===== config.mk =====
export PLATFORM = sky130hd
export DESIGN_NAME = pipe_ctrl
export DESIGN_NICKNAME = d
export VERILOG_FILES = /design/src/rtl/pipe_ctrl_pkg.sv /design/src/rtl/pipe_hazard_det.sv /design/src/rtl/pipe_ctrl.sv
export SDC_FILE = /design/constraint.sdc
export NUM_CORES = 1
export LEC_CHECK = 0
export ABC_AREA = 1
export CORE_ASPECT_RATIO = 1.5
export CORE_MARGIN = 4
export CORE_UTILIZATION = 31
export DETAILED_ROUTE_END_ITERATION = 12
export GPL_TIMING_DRIVEN = 0
export PLACE_DENSITY = 0.83
export SYNTH_ARGS = -nofsm -noshare
export SYNTH_HDL_FRONTEND = slang
export SYNTH_SLANG_ARGS = --single-unit

===== constraint.sdc =====
create_clock -name clk -period 2.1 [get_ports clk]
set_clock_uncertainty 0.15 [all_clocks]
set_input_delay 0.21 -clock clk [delete_from_list [all_inputs] [get_ports clk]]
set_output_delay 0.21 -clock clk [all_outputs]
set_load 0.02 [all_outputs]

===== src/rtl/pipe_ctrl_pkg.sv =====
// rtl/pipe_ctrl_pkg.sv - shared state encoding and constants for the pipeline controller
package pipe_ctrl_pkg;

    typedef enum logic [1:0] {
        RUN      = 2'd0,
        FLUSH    = 2'd1,
        MDU_WAIT = 2'd2
    } pipe_ctrl_state_t;

    localparam logic [31:0] INST_NOP = 32'h00000013;

endpackage


===== src/rtl/pipe_hazard_det.sv =====
// rtl/pipe_hazard_det.sv - combinational load-use hazard compare between execute rd and decode rs1/rs2
module pipe_hazard_det (
    input  logic [4:0] rs1_addr,
    input  logic [4:0] rs2_addr,
    input  logic [4:0] rd_addr,
    input  logic       reg_wen,
    input  logic       is_load,
    output logic       hazard
);

    // x0 is never a real dependency, so an unused rs field of 0 cannot match
    assign hazard = is_load & reg_wen & (rd_addr != 5'd0) &
                    ((rd_addr == rs1_addr) | (rd_addr == rs2_addr));

endmodule


===== src/rtl/pipe_ctrl.sv =====
// rtl/pipe_ctrl.sv - stall/flush/redirect sequencer; PIPE_CTRL_PERF_EN adds stall and flush counters
module pipe_ctrl
    import pipe_ctrl_pkg::*;
#(
    parameter int FLUSH_CYCLES = 2,
    parameter int MDU_TIMEOUT  = 64
) (
    input  logic        clk,
    input  logic        rst,
    input  logic [4:0]  id_rs1_addr,
    input  logic [4:0]  id_rs2_addr,
    input  logic [4:0]  ex_rd_addr,
    input  logic        ex_reg_wen,
    input  logic        ex_is_load,
    input  logic        ex_jump_en,
    input  logic [63:0] ex_jump_addr,
    input  logic        ex_mdu_start,
    input  logic        mdu_done,
    output logic        pc_hold,
    output logic        if_id_hold,
    output logic        if_id_flush,
    output logic        id_ex_flush,
    output logic        ex_hold,
    output logic        redirect_en,
    output logic [63:0] redirect_addr,
    output logic        mdu_timeout_err
`ifdef PIPE_CTRL_PERF_EN
    ,
    output logic [63:0] perf_stall_cnt,
    output logic [63:0] perf_flush_cnt
`endif
);

    localparam logic [2:0] FLUSH_INIT = 3'(FLUSH_CYCLES - 1);
    localparam logic [7:0] TMO_LAST   = 8'(MDU_TIMEOUT - 1);

    pipe_ctrl_state_t state, state_next;
    logic [2:0]       flush_cnt, flush_cnt_next;
    logic [7:0]       tmo_cnt, tmo_cnt_next;
    logic             load_use;

    pipe_hazard_det u_hazard (
        .rs1_addr (id_rs1_addr),
        .rs2_addr (id_rs2_addr),
        .rd_addr  (ex_rd_addr),
        .reg_wen  (ex_reg_wen),
        .is_load  (ex_is_load),
        .hazard   (load_use)
    );

    always_ff @(posedge clk or posedge rst) begin
        if (rst) begin
            state     <= RUN;
            flush_cnt <= 3'd0;
            tmo_cnt   <= 8'd0;
        end else begin
            state     <= state_next;
            flush_cnt <= flush_cnt_next;
            tmo_cnt   <= tmo_cnt_next;
        end
    end

    always_comb begin
        state_next      = state;
        flush_cnt_next  = flush_cnt;
        tmo_cnt_next    = tmo_cnt;
        pc_hold         = 1'b0;
        if_id_hold      = 1'b0;
        if_id_flush     = 1'b0;
        id_ex_flush     = 1'b0;
        ex_hold         = 1'b0;
        redirect_en     = 1'b0;
        mdu_timeout_err = 1'b0;
        // reset dominates every event, including the combinational hazard path
        if (!rst) begin
            case (state)
                RUN: begin
                    if (ex_jump_en) begin
                        redirect_en    = 1'b1;
                        if_id_flush    = 1'b1;
                        id_ex_flush    = 1'b1;
                        flush_cnt_next = FLUSH_INIT;
                        if (FLUSH_INIT != 3'd0)
                            state_next = FLUSH;
                    end else if (ex_mdu_start) begin
                        state_next   = MDU_WAIT;
                        tmo_cnt_next = 8'd0;
                    end else if (load_use) begin
                        pc_hold     = 1'b1;
                        if_id_hold  = 1'b1;
                        id_ex_flush = 1'b1;
                    end
                end
                FLUSH: begin
                    if_id_flush    = 1'b1;
                    id_ex_flush    = 1'b1;
                    flush_cnt_next = flush_cnt - 3'd1;
                    if (flush_cnt <= 3'd1)
                        state_next = RUN;
                end
                MDU_WAIT: begin
                    if (mdu_done) begin
                        state_next = RUN;
                    end else if (tmo_cnt == TMO_LAST) begin
                        mdu_timeout_err = 1'b1;
                        state_next      = RUN;
                    end else begin
                        pc_hold      = 1'b1;
                        if_id_hold   = 1'b1;
                        ex_hold      = 1'b1;
                        tmo_cnt_next = (tmo_cnt == 8'hff) ? tmo_cnt : tmo_cnt + 8'd1;
                    end
                end
                default: state_next = RUN;
            endcase
        end
    end

    assign redirect_addr = redirect_en ? ex_jump_addr : 64'd0;

`ifdef PIPE_CTRL_PERF_EN
    always_ff @(posedge clk or posedge rst) begin
        if (rst) begin
            perf_stall_cnt <= 64'd0;
            perf_flush_cnt <= 64'd0;
        end else begin
            if (pc_hold)
                perf_stall_cnt <= perf_stall_cnt + 64'd1;
            if (redirect_en)
                perf_flush_cnt <= perf_flush_cnt + 64'd1;
        end
    end
`endif

endmodule


==> results of run 1 <==
==> cells by family after synthesis <==
logic type | Yosys count | share of synthesized area
AO/OA/AOI/OAI | 16 | 0.0695
flip-flops | 13 | 0.198
buffers and inverters | 102 | 0.256
adder cells (fa/ha/maj) | 3 | 0.0229
AND/OR/NAND/NOR | 167 | 0.426
XOR/XNOR | 5 | 0.0267
==> per-layer routing <==
| metal | vias to the layer above | wire length, um |
|---|---|---|
| met2 | 106 | 3390 |
| met5 | - | 0 |
| met4 | 0 | 116 |
| met3 | 11 | 664 |
| met1 | 999 | 2220 |
| li1 | 1201 | - |
==> power by group <==
part	internal, W	switching (W)	total [W]
sequential	0.000313	0.0000657	0.000379
clock	0.000134	0.0000951	0.000229
combinational	0.000503	0.000666	0.00117
total	0.000951	0.000827	0.00178
==> metrics by stage <==
stage / std cells / setup slack [ns] / hold slack, ns / util
after floorplan: 306 / 0.00615 / -0.0309 / -
after global placement: 530 / -1.00 / 0.333 / 0.641
after detailed placement: 530 / -1.02 / 0.350 / 0.641
after CTS: 539 / 0.00266 / 0.0711 / 0.617
after global routing: 541 / -0.0843 / 0.104 / 0.613
final: 541 / 0.0284 / 0.0802 / 0.613
==> layout by cell type, fill, tap and decap left out, drive strengths merged <==
cell and count:
inv 93, nor2 88, clkdlybuf4s50 82, nand2 59, buf 58, clkbuf 29, dfrtp 13, nand3 10
o21ai 8, a21oi 5, nor3 3, xnor2 3, dlymetal6s2s 3, nand4 3, ha 3, nor4 2
xor2 2, dlygate4sd2 2, a31oi 2, clkinvlp 1, o21bai 1, or2 1, nand3b 1, clkdlybuf4s15 1
==> what timing repair did <==
| action | in CTS | in global routing |
|---|---|---|
| gates resized for setup | 214 | 70 |
| pin swaps | 2 | 2 |
| setup endpoints to repair | 71 | 70 |
| buffers inserted | 5 | 2 |
| gates cloned | 0 | 0 |
==> worst max-delay path by stage <==
stage,startpoint,endpoint,slack (ns),depth (start not counted)
2_1_floorplan,rst,redirect_addr[23],0.006,7
3_3_place_gp,rst,redirect_addr[52],-1.00,9
3_5_place_dp,rst,redirect_addr[52],-1.02,9
4_1_cts,tmo_cnt[1],pc_hold,0.003,10
5_1_grt,state[0],pc_hold,-0.08,8
6_report,tmo_cnt[1],pc_hold,0.03,10
==> registers in the layout, summed over array words and instances (netlist names) <==
name	cells
state	2
tmo_cnt	8
flush_cnt	3
==> worst max-delay path: stages (launching register included) <==
cell                      delay, ns
sky130_fd_sc_hd__dfrtp_1       0.40
sky130_fd_sc_hd__ha_4          0.17
sky130_fd_sc_hd__nand3_4       0.08
sky130_fd_sc_hd__nor2_4        0.17
sky130_fd_sc_hd__nand3_4       0.11
sky130_fd_sc_hd__nand2_2       0.09
sky130_fd_sc_hd__nor2_2        0.04
sky130_fd_sc_hd__inv_2         0.07
sky130_fd_sc_hd__a21oi_2       0.05
sky130_fd_sc_hd__buf_4         0.13
sky130_fd_sc_hd__buf_4         0.14
==> area by class of cell <==
type	instances	area, um2	share of cell area
Sequential cell	13	328	0.104
Clock buffer	4	45.0	0.0143
Timing Repair Buffer	163	1300	0.414
Tap cell	68	85.1	0.0271
Inverter	94	359	0.114
Multi-Input combinational cell	191	950	0.303
Buffer	8	73.8	0.0235
==> results.rst, run 1 <==
.. list-table::
   :header-rows: 1

   * - Metric
     - Value
   * - R2R Path End
     - tmo_cnt[0]
   * - Number of antenna violations at the first check in global routing
     - 0
   * - CTS Sinks
     - 13
   * - Top_reg_cell synth
     - sky130_fd_sc_hd__dfrtp_1
   * - Mean Syn Cell Area
     - around 5.4 um2
   * - Max VDD drop
     - ~0.59 mV
   * - Crit Path Class
     - reg -> out
   * - Met3 Usage GRT
     - 0.0463
   * - Die ar.
     - around 6500 um2
   * - Buffer type at the clock tree root
     - sky130_fd_sc_hd__clkbuf_8
   * - Final weighted congestion in routability-driven placement
     - 0.784
   * - Top cells by instance count after synthesis
     - sky130_fd_sc_hd__inv_1 (92), sky130_fd_sc_hd__nor2_1 (84), sky130_fd_sc_hd__nand2_1 (57)
   * - Via count of the first global-routing pass
     - 2,190
   * - Detailed router's first-iteration violation count
     - 50
   * - Aggregate routed wire length
     - 6390 um
   * - Actual slew at the worst max-slew pin
     - roughly 0.32 ns
   * - Met1 usage
     - 0.173
   * - Power consumption
     - 0.00178 W
   * - Max FO, Critical Path
     - 3
   * - Synthesized area
     - 1640 um2
   * - Timing-limited maximum frequency
     - 0.483 GHz
   * - Net total in the final layout
     - 563
   * - Gr ovfl total
     - 0
   * - Busiest metal layer after global routing
     - met2
   * - Total of flip-flops plus latches after synthesis
     - 13
   * - Lkg Pwr
     - 1.87 nW
   * - Residual DRC
     - 0
   * - Period minus WS final
     - between 2 and 2.5 ns
   * - First-pass GRT wire length
     - 9500 um
   * - Top cells by area, synth
     - sky130_fd_sc_hd__inv_1 (21%), sky130_fd_sc_hd__dfrtp_1 (20%), sky130_fd_sc_hd__nor2_1 (19%), sky130_fd_sc_hd__nand2_1 (13%), sky130_fd_sc_hd__buf_6 (2.7%)
   * - Initial core utilization
     - 0.320
   * - Unrepaired setup endpoints after global routing
     - true
   * - Maximum clock insertion buffer count
     - 2
   * - Sequential-to-total area share from yosys stat
     - 0.198
   * - Area share of the largest cell type after synthesis
     - 0.211
   * - Area growth syn-to-layout
     - 91.5%
   * - Post-synth ARST share
     - 1.00
   * - Number of hold buffers added after cts
     - 0
   * - Filler Cells Inserted
     - 508
   * - Core Box Area
     - 5120 um2
   * - Overall die width
     - 67.4 um
   * - Number of flops mapped to enable cells by yosys
     - 0
   * - Cell Area, Placed
     - about 3300 um2
   * - Die H
     - 97.1 um
   * - Avg WL per Cell
     - 11.8 um
   * - Share of post-route cells with drive strength above 1
     - 0.245
   * - Worst-case register-to-register setup slack
     - 0.33 ns
   * - Area leader, netlist
     - sky130_fd_sc_hd__inv_1
   * - Result of the run
     - complete, no violations
   * - Inserted Diodes
     - 0
   * - Met2 Track Usage GR
     - 0.351
   * - Number of setup violations in the final report
     - 0
   * - Number of H-tree levels
     - 1
   * - Ports
     - roughly 160
   * - Nature of the critical path startpoint
     - register
   * - Clock slew at reported path FFs
     - 0.06 ns
   * - Reg-to-reg critical path startpoint
     - tmo_cnt[1]
   * - Number of maximum-capacitance violations
     - 0
   * - Hpwl dp
     - 5360 um
   * - Clock Latency Late Sink
     - 0.25 ns
   * - Arrival time of data at the critical path endpoint
     - around 1.7 ns
   * - Number of hold-slack violations in the final timing report
     - 0
   * - Synth Warn #
     - 0
   * - GRT Resource Usage Total
     - 0.179
   * - CTS tree
     - done
   * - Post-Synthesis Net Count
     - ~400
   * - Initial DRT Pass Iterations
     - 4
   * - Final count of pins violating max slew
     - 0
   * - Row count
     - 32
   * - Most common cell in the synthesized netlist
     - sky130_fd_sc_hd__inv_1
   * - Period utilisation layout
     - 0.986
   * - Post-detailed-route via-to-cell ratio
     - between 4 and 5
   * - Number of buffers created by CTS
     - 3
   * - Via count
     - approximately 2,300
   * - Syn Inst Count
     - between 300 and 400
   * - Endpoint class of the critical path
     - primary output
   * - Cell area after layout
     - 3140 um2
   * - Library cells used by synthesis
     - 30
   * - Relative slew slack
     - 0.787
   * - Power density cells
     - approximately 570 nW/um2
   * - Antenna violation net count after detailed routing
     - 0
   * - Type of the most critical hold path
     - in -> async
   * - Setup TNS after final layout
     - 0 ns
   * - Worst reg2reg path depth
     - 8
   * - Largest net degree at the start of global routing
     - 16
   * - Data required time of the critical path
     - 1.74 ns
   * - Buffers added on ports
     - 156
(Power assumes the default switching activity.)
==> inputs of run 2 (changes only) <==
--- a/config.mk
+++ b/config.mk
@@ -9,6 +9,7 @@
 export CORE_ASPECT_RATIO = 1.5
 export CORE_MARGIN = 4
 export CORE_UTILIZATION = 31
+export CTS_BUF_LIST = sky130_fd_sc_hd__clkbuf_8
 export DETAILED_ROUTE_END_ITERATION = 12
 export GPL_TIMING_DRIVEN = 0
 export PLACE_DENSITY = 0.83
==> run 2 against run 1 <==
Sequential share of layout area did not move. Clock power down 2%. First-iteration DRC count did not move. Global-route usage unchanged. Non-clock buffer count stayed put. Register-to-register slack about the same. Cell count unchanged. Die area did not move. Worst setup slack hardly changed.
==> results.rst, run 2 (same netlist as run 1, synthesis figures left out) <==
.. list-table::
   :header-rows: 1

   * - Metric
     - Value
   * - Result of the run
     - complete, no violations
   * - Post-detailed-route via-to-cell ratio
     - 4.28 (unchanged)
   * - Detailed router's first-iteration violation count
     - 50 (unchanged)
   * - Via count
     - 2,317 (unchanged)
   * - Utilization after layout
     - 0.613 (unchanged)
   * - Residual DRC
     - 0 (unchanged)
   * - Share of post-route cells with drive strength above 1
     - 0.245 (unchanged)
   * - CTS tree
     - done
   * - Arrival time of data at the critical path endpoint
     - 1.71 ns (about the same)
   * - Die ar.
     - 6540 um2 (unchanged)
   * - Unrepaired setup endpoints after global routing
     - true
   * - GRT Resource Usage Total
     - 0.179 (unchanged)
   * - Worst path bufs/invs
     - 3 (unchanged)
   * - Final weighted congestion in routability-driven placement
     - 0.784 (unchanged)
   * - Buffer type at the clock tree root
     - sky130_fd_sc_hd__clkbuf_8
   * - Number of flip-flops in the largest register
     - 8 (unchanged)
   * - Buffers added on ports
     - 156 (unchanged)
   * - Clock Latency Late Sink
     - 0.25 ns (about the same)
   * - Max VDD drop
     - 0.588 mV (+0.19%)
   * - Slowest cell on the critical path
     - sky130_fd_sc_hd__dfrtp_1
   * - Initial core utilization
     - 0.320 (unchanged)
   * - First-pass GRT wire length
     - 9500 um (unchanged)
   * - Via count of the first global-routing pass
     - 2,190 (unchanged)
   * - Overall die width
     - 67.4 um (unchanged)
   * - Gr ovfl total
     - 0 (unchanged)
   * - Number of hold-slack violations in the final timing report
     - 0 (unchanged)
   * - Largest net degree at the start of global routing
     - 16 (unchanged)
   * - Largest register by flop count
     - tmo_cnt
   * - Number of hold buffers added after cts
     - 0 (unchanged)
   * - Relative slew slack
     - 0.787 (unchanged)
   * - Number of antenna violations at the first check in global routing
     - 0 (unchanged)
   * - Core Box Area
     - 5120 um2 (unchanged)
   * - Hpwl dp
     - 5360 um (unchanged)
   * - Number of setup violations in the final report
     - 0 (unchanged)
   * - Number of maximum-capacitance violations
     - 0 (unchanged)
   * - Die H
     - 97.1 um (unchanged)
   * - Net total in the final layout
     - 563 (unchanged)
   * - Area growth syn-to-layout
     - 91.5% (unchanged)
   * - Number of buffers created by CTS
     - 3 (unchanged)
   * - Final count of pins violating max slew
     - 0 (unchanged)
   * - Most common cell after layout, fill and taps aside
     - sky130_fd_sc_hd__inv_1
   * - Type of the most critical hold path
     - in -> async
   * - Largest stage delay, worst path
     - 0.40 ns (about the same)
   * - Maximum clock insertion buffer count
     - 2 (unchanged)
   * - Endpoint class of the critical path
     - primary output
   * - Filler Cells Inserted
     - 508 (unchanged)
   * - Most used cells in the layout excluding fill and tap cells
     - sky130_fd_sc_hd__inv_1 (90), sky130_fd_sc_hd__clkdlybuf4s50_1 (82), sky130_fd_sc_hd__nor2_1 (81)
   * - Timing-limited maximum frequency
     - 0.483 GHz (about the same)
   * - Row count
     - 32 (unchanged)
   * - Critical path, cell by cell
     - ha_4, nand3_4, nor2_4, nand3_4, nand2_2, nor2_2, inv_2, a21oi_2, buf_4, buf_4
   * - Largest registers in the final layout
     - tmo_cnt: 8 flops, flush_cnt: 3 flops, state: 2 flops
   * - Crit Path Class
     - reg -> out
   * - Ports
     - 157 (unchanged)
   * - Number of H-tree levels
     - 1 (unchanged)
   * - CTS Sinks
     - 13 (unchanged)
   * - Period minus WS final
     - 2.07 ns (+0.00000940 ns)
   * - Antenna violation net count after detailed routing
     - 0 (unchanged)
   * - Period utilisation layout
     - 0.986 (about the same)
   * - Nature of the critical path startpoint
     - register
   * - Avg WL per Cell
     - 11.8 um (unchanged)
   * - Actual slew at the worst max-slew pin
     - 0.317 ns (unchanged)
   * - Data required time of the critical path
     - 1.74 ns (about the same)
   * - Aggregate routed wire length
     - 6390 um (unchanged)
   * - Max FO, Critical Path
     - 3 (unchanged)
   * - Kind of cell with the highest combined delay on the critical path
     - simple AND/OR/NAND/NOR gates
   * - Count of placed standard cells in the final layout, fillers left out
     - 541 (unchanged)
   * - Power density cells
     - 565 nW/um2 (-0.25%)
   * - Initial DRT Pass Iterations
     - 4 (unchanged)
   * - Power consumption
     - 0.00177 W (-0.25%)
   * - Lkg Pwr
     - 1.88 nW (+0.22%)
   * - Inserted Diodes
     - 0 (unchanged)
   * - Clock slew at reported path FFs
     - 0.06 ns (about the same)
   * - Dpl cells
     - 530 (unchanged)
==> run 2: changes by cell type in the layout (fill, tap and decap cells not counted) <==
| cell | change |
|---|---|
| sky130_fd_sc_hd__inv_1 | +1 |
| sky130_fd_sc_hd__clkbuf_1 | -1 |
==> run 2: final timing paths <==
check | start | end | slack (ns) | cells after the start
worst max-delay path | tmo_cnt[1] | pc_hold | 0.03 | 10
worst min-delay path | rst | flush_cnt[0] | 0.08 | 3
worst max register to register | tmo_cnt[1] | tmo_cnt[0] | 0.33 | 8
worst min register to register | flush_cnt[0] | flush_cnt[0] | 0.37 | 1
max in group asynchronous | rst | state[1] | 1.52 | 3
min in group clk | flush_cnt[0] | flush_cnt[0] | 0.37 | 1
==> run 2: tightest hold or removal path, cell delays in order <==
cell,delay (ns)
sky130_fd_sc_hd__dlygate4sd2_1,0.30
sky130_fd_sc_hd__clkinvlp_4,0.11
sky130_fd_sc_hd__buf_4,0.23
==> run 2: report_power, final <==
part / internal [W] / switching (W) / leakage [nW]
sequential: 0.000313 / 0.0000657 / 0.171
combinational: 0.000503 / 0.000666 / 1.68
clock: 0.000129 / 0.0000955 / 0.0269
total: 0.000946 / 0.000827 / 1.88
==> run 2: cell type report <==
| class | count | area, um2 | share of cell area |
|---|---|---|---|
| tap | 68 | 85.1 | 0.0271 |
| clock buffer | 3 | 41.3 | 0.0132 |
| buffer | 8 | 73.8 | 0.0235 |
| sequential | 13 | 328 | 0.104 |
| inverter | 94 | 359 | 0.114 |
| timing repair buffer | 163 | 1300 | 0.414 |
| multi-input combinational | 191 | 950 | 0.303 |
| clock inverter | 1 | 3.75 | 0.00120 |
==> run 2: metrics by stage <==
step	TNS, ns	area, um2	hold slack (ns)	worst slack [ns]
floorplan	0	1640	-0.0309	0.00615
CTS	0	3160	0.0708	0.00266
global placement	-59.65	3290	0.333	-1.00
detailed placement	-61.45	3290	0.350	-1.02
global route	-0.112	3140	0.103	-0.0845
finish	0	3140	0.0797	0.0284
==> run 2: what timing repair did <==
action	4_1_cts	5_1_grt
buffers inserted	5	2
pin swaps	2	2
setup endpoints to repair	71	70
gates resized for setup	214	70
==> run 2: layer usage <==
| layer | GRT usage | up-vias | share of wire |
|---|---|---|---|
| li1 | - | 1201 | - |
| met1 | 0.173 | 999 | 0.35 |
| met2 | 0.351 | 106 | 0.53 |
| met3 | 0.0463 | 11 | 0.10 |
| met5 | 0 | - | 0 |
| met4 | 0.0516 | 0 | 0.018 |
==> inputs of run 3 (changes only) <==
--- a/config.mk
+++ b/config.mk
@@ -13,6 +13,7 @@
 export DETAILED_ROUTE_END_ITERATION = 12
 export GPL_TIMING_DRIVEN = 0
 export PLACE_DENSITY = 0.83
+export REMOVE_ABC_BUFFERS = 1
 export SYNTH_ARGS = -nofsm -noshare
 export SYNTH_HDL_FRONTEND = slang
 export SYNTH_SLANG_ARGS = --single-unit
==> run 3 against run 2 <==
Routed wire length increased by 8.9%. Fmax decreased by 0.36%. Via count about the same. Flip-flop and latch count unchanged. Final area increased by 5.7%. First-iteration DRC count increased by 58%. Critical path depth decreased by 3. Clock power about the same. Clock-buffer cell count unchanged. Critical path type unchanged.
==> results.rst, run 3 (same netlist as run 1, synthesis figures left out) <==
.. list-table::
   :header-rows: 1

   * - Metric
     - Value
   * - Clock slew at reported path FFs
     - 0.06 ns (about the same)
   * - Residual DRC
     - 0 (unchanged)
   * - Endpoint class of the critical path
     - primary output
   * - Number of hold-slack violations in the final timing report
     - 0 (unchanged)
   * - Setup TNS after final layout
     - 0 ns (unchanged)
   * - Share of post-route cells with drive strength above 1
     - 0.195 (-0.0507)
   * - Largest stage delay, worst path
     - 0.44 ns (+0.04 ns)
   * - Buffer type at the clock tree root
     - sky130_fd_sc_hd__clkbuf_8
   * - Most common cell after layout, fill and taps aside
     - sky130_fd_sc_hd__inv_1
   * - Aggregate routed wire length
     - 6960 um (+8.9%)
   * - Core Box Area
     - 5120 um2 (unchanged)
   * - Number of maximum-capacitance violations
     - 0 (unchanged)
   * - Fraction of power consumed by the clock network
     - 0.121 (-0.006)
   * - Clock Latency Late Sink
     - 0.25 ns (about the same)
   * - Die ar.
     - 6540 um2 (unchanged)
   * - Switching power of the nets
     - 0.000872 W (+5.5%)
   * - Critical path, cell by cell
     - inv_4, nand2_2, nor2_4, buf_4, inv_6, nor2_1, dlygate4sd2_1
   * - Relative slew slack
     - 0.782 (-0.00509)
   * - Largest registers in the final layout
     - tmo_cnt: 8 flops, flush_cnt: 3 flops, state: 2 flops
   * - Number of cells on the critical path
     - 7 (-3)
   * - Period minus WS final
     - 2.08 ns (+0.00739 ns)
   * - Most used cells in the layout excluding fill and tap cells
     - sky130_fd_sc_hd__inv_1 (89), sky130_fd_sc_hd__nor2_1 (82), sky130_fd_sc_hd__clkdlybuf4s50_1 (81)
   * - Kind of cell with the highest combined delay on the critical path
     - buffers and inverters
   * - Power density cells
     - 561 nW/um2 (-0.69%)
   * - Max FO, Critical Path
     - 14 (+11)
   * - CTS tree
     - done
   * - Crit Path Class
     - reg -> out
   * - Number of flip-flops in the largest register
     - 8 (unchanged)
   * - Buffers added on ports
     - 156 (unchanged)
   * - Die H
     - 97.1 um (unchanged)
   * - Nature of the critical path startpoint
     - register
   * - Avg WL per Cell
     - 12.9 um (+8.9%)
   * - Final weighted congestion in routability-driven placement
     - 0.837 (+6.8%)
   * - Inserted Diodes
     - 0 (unchanged)
   * - Net total in the final layout
     - 563 (unchanged)
   * - Initial DRT Pass Iterations
     - 5 (+1)
   * - Largest register by flop count
     - tmo_cnt
   * - Actual slew at the worst max-slew pin
     - 0.326 ns (+0.00953 ns)
   * - Net switching share of the total power
     - 0.469 (+0.00216)
   * - Via count
     - 2,318 (+0.043%)
   * - Portion of total power attributed to sequential cells
     - 0.194 (-0.020)
   * - Antenna violation net count after detailed routing
     - 0 (unchanged)
   * - Timing-limited maximum frequency
     - 0.481 GHz (-0.36%)
   * - Type of the most critical hold path
     - in -> async
   * - Worst path bufs/invs
     - 4 (+1)
   * - Data required time of the critical path
     - 1.74 ns (about the same)
   * - Slowest cell on the critical path
     - sky130_fd_sc_hd__dfrtp_2
   * - Largest net degree at the start of global routing
     - 29 (+13)
   * - Worst slack on hold paths
     - 0.103 ns (+0.0235 ns)
   * - Number of buffers created by CTS
     - 3 (unchanged)
   * - Gr ovfl total
     - 0 (unchanged)
   * - First-pass GRT wire length
     - 9960 um (+4.9%)
   * - Unrepaired setup endpoints after global routing
     - true
   * - Final count of pins violating max slew
     - 0 (unchanged)
   * - Overall die width
     - 67.4 um (unchanged)
   * - Number of H-tree levels
     - 1 (unchanged)
   * - CTS Sinks
     - 13 (unchanged)
   * - Number of setup violations in the final report
     - 0 (unchanged)
   * - Max VDD drop
     - 0.527 mV (-10%)
   * - Initial core utilization
     - 0.320 (unchanged)
   * - Period utilisation layout
     - 0.990 (+0.00352)
   * - Worst reg2reg path depth
     - 8 (unchanged)
   * - Number of hold buffers added after cts
     - 0 (unchanged)
   * - Filler Cells Inserted
     - 462 (-9.1%)
   * - Via count of the first global-routing pass
     - 2,171 (-0.87%)
   * - Hpwl dp
     - 5390 um (+0.54%)
   * - Power share of the combinational group
     - 0.685 (+0.025)
   * - Result of the run
     - complete, no violations
   * - Ports
     - 157 (unchanged)
   * - Post-detailed-route via-to-cell ratio
     - 4.28 (about the same)
   * - Number of antenna violations at the first check in global routing
     - 0 (unchanged)
   * - Lkg Pwr
     - 1.91 nW (+1.8%)
   * - Arrival time of data at the critical path endpoint
     - 1.72 ns (about the same)
   * - Detailed router's first-iteration violation count
     - 79 (+58%)
   * - Area growth syn-to-layout
     - 102%
   * - GRT Resource Usage Total
     - 0.193 (+0.0134)
   * - Row count
     - 32 (unchanged)
   * - Cell-internal power
     - 0.000989 W (+4.5%)
   * - Maximum clock insertion buffer count
     - 2 (unchanged)
-- run 3: changes by cell type in the layout (fill, tap and decap cells not counted), sizes merged --
cell           change
clkbuf            -20
buf               -16
clkdlybuf4s15     +24
clkinv             +1
inv                +1
dlygate4sd2       +11
clkdlybuf4s50      -1
-- run 3: per-stage QoR --
stage,utilization,std cells,setup slack (ns),power [W],area (um2)
floorplan,-,298,-0.453,0.000968,1570
global placement,0.628,522,-1.75,0.00152,3220
detailed placement,0.632,523,-1.04,0.00156,3240
CTS,0.641,536,0.00508,0.00180,3290
global route,0.647,541,-0.0334,0.00199,3320
finish,0.647,541,0.0210,0.00186,3320
-- run 3: power groups by stage --
stage | Combinational, W | Clock, W | Sequential, W
after global routing | 0.00138 | 0.000242 | 0.000368
after floorplan | 0.000604 | 0 | 0.000364
after global placement | 0.00114 | 0 | 0.000376
after CTS | 0.00122 | 0.000222 | 0.000358
after detailed placement | 0.00118 | 0 | 0.000380
final | 0.00128 | 0.000225 | 0.000361
-- run 3: path summary, 6_finish.rpt --
check	from	end	slack, ns
worst max-delay path	state[1]	redirect_addr[45]	0.02
worst min-delay path	rst	flush_cnt[0]	0.10
worst max register to register	tmo_cnt[1]	tmo_cnt[7]	0.29
worst min register to register	flush_cnt[0]	flush_cnt[0]	0.37
max in group asynchronous	rst	state[1]	1.50
min in group clk	flush_cnt[0]	flush_cnt[0]	0.37
-- run 3: area by class of cell --
class | instances | area (um2) | area share
Clock inverter | 1 | 3.75 | 0.00113
Timing Repair Buffer | 169 | 1550 | 0.466
Clock buffer | 3 | 41.3 | 0.0124
Inverter | 94 | 372 | 0.112
Tap cell | 68 | 85.1 | 0.0256
Multi-Input combinational cell | 191 | 926 | 0.279
Timing Repair inverter | 2 | 17.5 | 0.00528
Sequential cell | 13 | 327 | 0.0984
-- run 3: tightest hold or removal path, delay by kind of cell --
kind	cells	cell delay (ns)
buffers and inverters	3	0.65
-- run 3: what timing repair did --
item                                   in CTS  in global routing
endpoints found under the hold margin       0                  0
pin swaps                                   3                  2
setup buffers                               8                  3
setup endpoints to repair                  71                 31
gates cloned                                1                  2
gates resized for setup                   190                 46
-- run 3: routing by layer --
metal / routed length [um] / up-vias / share of wire / track usage
met5: 0 / - / 0 / 0
met4: 97 / 0 / 0.014 / 0.0391
met3: 587 / 11 / 0.084 / 0.0347
met2: 3850 / 89 / 0.55 / 0.386
li1: - / 1202 / - / -
met1: 2430 / 1016 / 0.35 / 0.193
